### config.mk
export PLATFORM = sky130hd
export DESIGN_NAME = prog_updown_counter
export DESIGN_NICKNAME = d
export VERILOG_FILES = /design/src/rtl/prog_updown_counter.sv
export SDC_FILE = /design/constraint.sdc
export NUM_CORES = 1
export LEC_CHECK = 0
export CORE_AREA = 4 4 54 56
export DETAILED_ROUTE_END_ITERATION = 8
export DIE_AREA = 0 0 58 60
export PLACE_DENSITY = 0.67
export SKIP_CTS_REPAIR_TIMING = 1
export SYNTH_ARGS = -nofsm -noshare
export SYNTH_HDL_FRONTEND = slang
export SYNTH_SLANG_ARGS = --single-unit
### constraint.sdc
create_clock -name clk -period 2 [get_ports clk]
set_input_delay 0.6 -clock clk [delete_from_list [all_inputs] [get_ports clk]]
set_output_delay 0.6 -clock clk [all_outputs]
set_load 0.01 [all_outputs]
### src/rtl/prog_updown_counter.sv
// Parametrised synchronous up/down counter with modulus, prescaled enable, parallel load,
// wrap-or-saturate boundary handling, terminal-count pulse and sticky overflow flag.
module prog_updown_counter #(
  parameter int WIDTH    = 8,
  parameter int MOD_MAX  = 255,
  parameter int PRESCALE = 1,
  parameter int SATURATE = 0
) (
  input  logic             clk,
  input  logic             reset,
  input  logic             en,
  input  logic             up,
  input  logic             load,
  input  logic [WIDTH-1:0] load_val,
  input  logic             clr_ovf,
  output logic [WIDTH-1:0] q,
  output logic             tc,
  output logic             ovf
);

  localparam int PW = (PRESCALE > 1) ? $clog2(PRESCALE) : 1;
  localparam logic [WIDTH-1:0] MAX_V   = WIDTH'(MOD_MAX);
  localparam logic [PW-1:0]    PS_LAST = PW'(PRESCALE - 1);

  logic [WIDTH-1:0] q_r;
  logic             tc_r;
  logic             ovf_r;
  logic [PW-1:0]    ps_r;

  logic             step_s;
  logic             boundary_s;
  logic [WIDTH-1:0] next_q_s;
  logic [WIDTH-1:0] load_clamped_s;

  // Step detection, boundary detection and the post-step count value
  always_comb begin
    step_s         = en && (ps_r == PS_LAST);
    boundary_s     = 1'b0;
    next_q_s       = q_r;
    load_clamped_s = (load_val > MAX_V) ? MAX_V : load_val;
    if (up) begin
      if (q_r >= MAX_V) begin
        boundary_s = step_s;
        next_q_s   = (SATURATE != 0) ? MAX_V : {WIDTH{1'b0}};
      end else begin
        next_q_s   = q_r + WIDTH'(1);
      end
    end else begin
      if (q_r == {WIDTH{1'b0}}) begin
        boundary_s = step_s;
        next_q_s   = (SATURATE != 0) ? {WIDTH{1'b0}} : MAX_V;
      end else begin
        next_q_s   = q_r - WIDTH'(1);
      end
    end
  end

  // Counter, prescaler and flag registers; reset > load > step > hold
  always_ff @(posedge clk) begin
    if (reset) begin
      q_r   <= {WIDTH{1'b0}};
      tc_r  <= 1'b0;
      ovf_r <= 1'b0;
      ps_r  <= {PW{1'b0}};
    end else if (load) begin
      q_r   <= load_clamped_s;
      tc_r  <= 1'b0;
      ps_r  <= {PW{1'b0}};
    end else begin
      if (en) begin
        ps_r <= step_s ? {PW{1'b0}} : ps_r + PW'(1);
      end else begin
        ps_r <= ps_r;
      end
      q_r  <= step_s ? next_q_s : q_r;
      tc_r <= boundary_s;
      // A boundary crossing beats a same-cycle clear
      if (boundary_s) begin
        ovf_r <= 1'b1;
      end else if (clr_ovf) begin
        ovf_r <= 1'b0;
      end else begin
        ovf_r <= ovf_r;
      end
    end
  end

  assign q   = q_r;
  assign tc  = tc_r;
  assign ovf = ovf_r;

endmodule

## Word level (Yosys, flattened, before mapping)

Cells that the tools add are included.

| cells by class | value |
|---|---|
| reduce and logical (&&, ||, !) cells | 6 |
| $lt $le $gt $ge | 2 |
| mux-type cells | 12 |
| bitwise gates (word level) | 2 |
| add/sub/neg operators | 3 |

Operators by type and width:

| operator | number |
|---|---|
| two-way mux 8 bit | 6 |
| adder 8 x 1 -> 8 bit, second input constant | 1 |
| >= comparator 8 bit, second input constant | 1 |
| greater-than comparator 8 bit, second input constant | 1 |
| zero test 8 bit | 1 |
| subtractor 8 x 1 -> 8 bit, second input constant | 1 |
| two-way mux 1 bit | 6 |
| nonzero test 2 bit | 2 |
| inverter 1 bit | 2 |
| AND reduction 2 bit | 1 |
| OR reduction 2 bit | 1 |
| adder 1 bit, second input constant | 1 |
| logical AND 1 bit | 1 |

| storage, ports and cells | value |
|---|---|
| logic and storage cells | 29 |
| output and inout bits | 10 |
| register bits after elaboration | 11 |

## Logic depth before layout (Yosys ltp)

| depth | value |
|---|---|
| word-level depth | 6 |
| gate-level depth with buffers | 6 |
| mapped depth without buffers | 6 |

## Least setup slack after synthesis

No wires, ideal clock.

| timing path | value |
|---|---|
| path kind | reg-to-reg |
| start point | register q_r[0], in the netlist q[0] |
| end point | register q_r[2], in the netlist q[2] |
| data required time | 1.941 ns |
| slack | 0.211 ns |
| setup time | 0.059 ns |
| data arrival time | 1.730 ns |
| stages on the path, launching flop included | 7 |
| cell sequence | dfxtp_1 > inv_1 > ha_1 > or3b_2 > or3_4 > a21oi_2 > o311a_1 |

| between the ends | value |
|---|---|
| longest elaborated chain between the ends | 5 |

Ends and longest elaborated chain:

| item | line | source |
|---|---|---|
| start: declaration | 25 | `logic [WIDTH-1:0] q_r;` |
| start signal: assignment | 61 | `q_r <= {WIDTH{1'b0}};` |
| start signal: assignment | 66 | `q_r <= load_clamped_s;` |
| start signal: assignment | 75 | `q_r <= step_s ? next_q_s : q_r;` |
| subtractor 8 x 1 -> 8 bit, or another cell as far along | 53 | `next_q_s = q_r - WIDTH'(1);` |
| two-way mux 8 bit, on equally long branches | 49, 42 |  |
| two-way mux 8 bit * | 41 | `if (up) begin` |
| two-way mux 8 bit * | 75 |  |
| two-way mux 8 bit * | 65 | `end else if (load) begin` |

Every way passes the cells marked *; elsewhere a longest branch is shown, timed or not. The select of a mux whose other input is x is not followed.
A chain may end at the register's enable or synchronous reset.

## Worst setup path in the final report

| timing path | value |
|---|---|
| start point | register q_r[6], in the netlist q[6] |
| end point | output port q[6] |

RTL lines:

| item | line | source |
|---|---|---|
| end: declaration | 16 | `output logic [WIDTH-1:0] q,` |

No word-level cell between the ends.

==> qor.yml <==
status: "complete, no violations"
initial_core_util_pct: 37.9
clk_root_buffer_cell: "sky130_fd_sc_hd__clkbuf_4"
yosys_register_bits: 11
fin_tns_setup_ns: 0
antenna-diode-count: 0
max-clock-path-buffers: 2
route.detailed.drc: 0
crit_fanout: 7
grt_start_max_net_pins: 12
die_h_um: 60
worstPathArrival_ns: 1.34
first_global_vias: 1007
fmaxAchievable_mhz: 515
critPathSlowestCell: "sky130_fd_sc_hd__clkdlybuf4s50_1"
synth_warnings: 0
floorplan.io_pins: 24
max_cap_viol_count: 0
crit_path_end_kind: "output port"
criticalPathCategory: "register to output port"
final_nets: 163
setup.worst_path.end: "q[6]"
synth_enable_flop_cells: 0
ys_types: 50
crit-reg2reg-capture: "q[2]$_SDFFE_PP0P_"
reg2reg_from: "q[0]$_SDFFE_PP0P_"
cp.depth: 1
route.vias.total: 1022
cts_htree_levels: 1
finClkSkew_ns: 0.00722
cpPeakStageDelay_ns: 0.60
reg2reg_depth: 6
final_util_pct: 51.3
path_cells: "clkdlybuf4s50_1"
grt.total_usage_pct: 16.2
final-max-slew-violation-count: 0
final.period_utilization_pct: 97.2
power-per-cell-area_mw_per_mm2: 533
drt_first_iter_violations: 36
final_layout_size_suffix_gt1_share_pct: 17.9
ir_drop_v: 0.000398
grt_pass1_wl_um: 4390
synthesis.area_sq_um: 922
layout.cells.non_filler: 175
grt_antenna_before_repair: 0
synth_fp_nets: 129
finalHoldViolCount: 0
dieArea_sq_mm: 0.00348
core-area_sq_mm: 0.00243
maxSlewHeadroom_pct: 75.4
worstSetupStartpointType: "register"
numPlacedInstances: 171
power_leakage_nw: 0.480
vias_per_cell: 5.84
clock_transition_at_path_regs_ns: 0.08
cpLargestDelayFamily: "buffers and inverters"
critical_path_required_ns: 1.40
mostFrequentLayoutCell: "sky130_fd_sc_hd__clkdlybuf4s50_1"
clock_sink_count: 11
crit_buf_inv: 1
final_cell_mix: "sky130_fd_sc_hd__clkdlybuf4s50_1, sky130_fd_sc_hd__buf_4, sky130_fd_sc_hd__nand2_1"
dr.pass1.iters: 4
synth_area_per_cell_sq_um: 8.23
worst_setup_path_startpoint: "q[6]$_SDFFE_PP0P_"
timing.reg2reg.setup_slack_ns: 0.15
wl_per_cell_um: 14.6
drt-total-wl_um: 2560
worst_pin_slew_ns: 0.366
dpl.hpwl_um: 1910
synth_flop_cell: "sky130_fd_sc_hd__dfxtp_1"
row_count: 18
clock_insertion_delay_worst_skew_ns: 0.28
hold_path_class: "register to register"
grt_overflow_total: 0
grt_setup_unrepaired: "false"
die_width_um: 58
post_synth_inst_count: 112
synthToLayoutAreaGrowth_pct: 35.4
synth.yosys.seq_area_share_pct: 23.9
postSynth.asyncResetShare_pct: 0
period_needed_ns: 1.94
drt.antenna.violating_nets: 0
place.gp.congestion: 0.890
portBuffers: 23
timing.final.setup_violations: 0
tritoncts.num_buffers: 3
report.power.total_uw: 665
cts_tree: "built"
## report_power, final
group / internal [mW] / switching, mW
sequential: 0.235 / 0.0299
clock: 0.0742 / 0.0891
combinational: 0.131 / 0.106
total: 0.441 / 0.225
## how the worst min path moves through the flow
| stage | startpoint | slack, ns | depth (start not counted) | to |
|---|---|---|---|---|
| final | ovf$_SDFFE_PP0P_ | 0.49 | 1 | ovf$_SDFFE_PP0P_ |
| after global routing | ps_r$_SDFFE_PP0P_ | 0.50 | 1 | ps_r$_SDFFE_PP0P_ |
| after CTS | ps_r$_SDFFE_PP0P_ | 0.49 | 1 | ps_r$_SDFFE_PP0P_ |
| after detailed placement | ovf$_SDFFE_PP0P_ | 0.46 | 1 | ovf$_SDFFE_PP0P_ |
| after global placement | ovf$_SDFFE_PP0P_ | 0.47 | 1 | ovf$_SDFFE_PP0P_ |
| after floorplan | ps_r$_SDFFE_PP0P_ | 0.47 | 1 | ps_r$_SDFFE_PP0P_ |
## area by class of cell
cell class | count | area, sq um
inverter | 9 | 33.8
tap | 30 | 37.5
clock inverter | 1 | 5.00
sequential | 11 | 224
clock buffer | 3 | 22.5
fill | 256 | 1180
timing repair buffer | 37 | 335
multi-input combinational | 84 | 591
## cells in the mapped netlist (4+ instances only)
cell / number / share of area [%]
sky130_fd_sc_hd__a21oi_1: 4 / 2.2
sky130_fd_sc_hd__dfxtp_1: 11 / 24
sky130_fd_sc_hd__inv_1: 8 / 3.3
sky130_fd_sc_hd__nand2_1: 10 / 4.1
sky130_fd_sc_hd__nand2b_1: 4 / 2.7
sky130_fd_sc_hd__nand3_1: 6 / 3.3
sky130_fd_sc_hd__nor2_1: 4 / 1.6
sky130_fd_sc_hd__o2111ai_1: 4 / 3.8
sky130_fd_sc_hd__xnor2_1: 4 / 3.8
## stage by stage
stage	instance area, sq um	worst slack, ns	hold WS, ns
CTS	1240	-0.0309	0.494
finish	1250	0.0568	0.485
detailed placement	1220	-0.149	0.463
floorplan	922	0.211	0.467
global route	1250	0.00583	0.503
global placement	1220	-0.0835	0.468
## registers in the layout, summed over array words and instances, names as in the netlist
register  flops
q             8
ovf           1
tc            1
ps_r          1
## cells by family after synthesis
group	Yosys count	share of synthesized area, %
compound gates	35	30.4
xor+xnor	4	3.80
fa+ha+maj	3	4.07
buf+inv	17	12.1
flops	11	23.9
simple gates	42	25.8
## per-layer routing
layer	vias up	share of wire (%)	track usage, %
li1	494	-	-
met1	465	44	20.1
met2	55	47	26.3
met3	8	6.6	4.10
met4	0	2.3	7.62
met5	-	0	0
(Power assumes the default switching activity.)
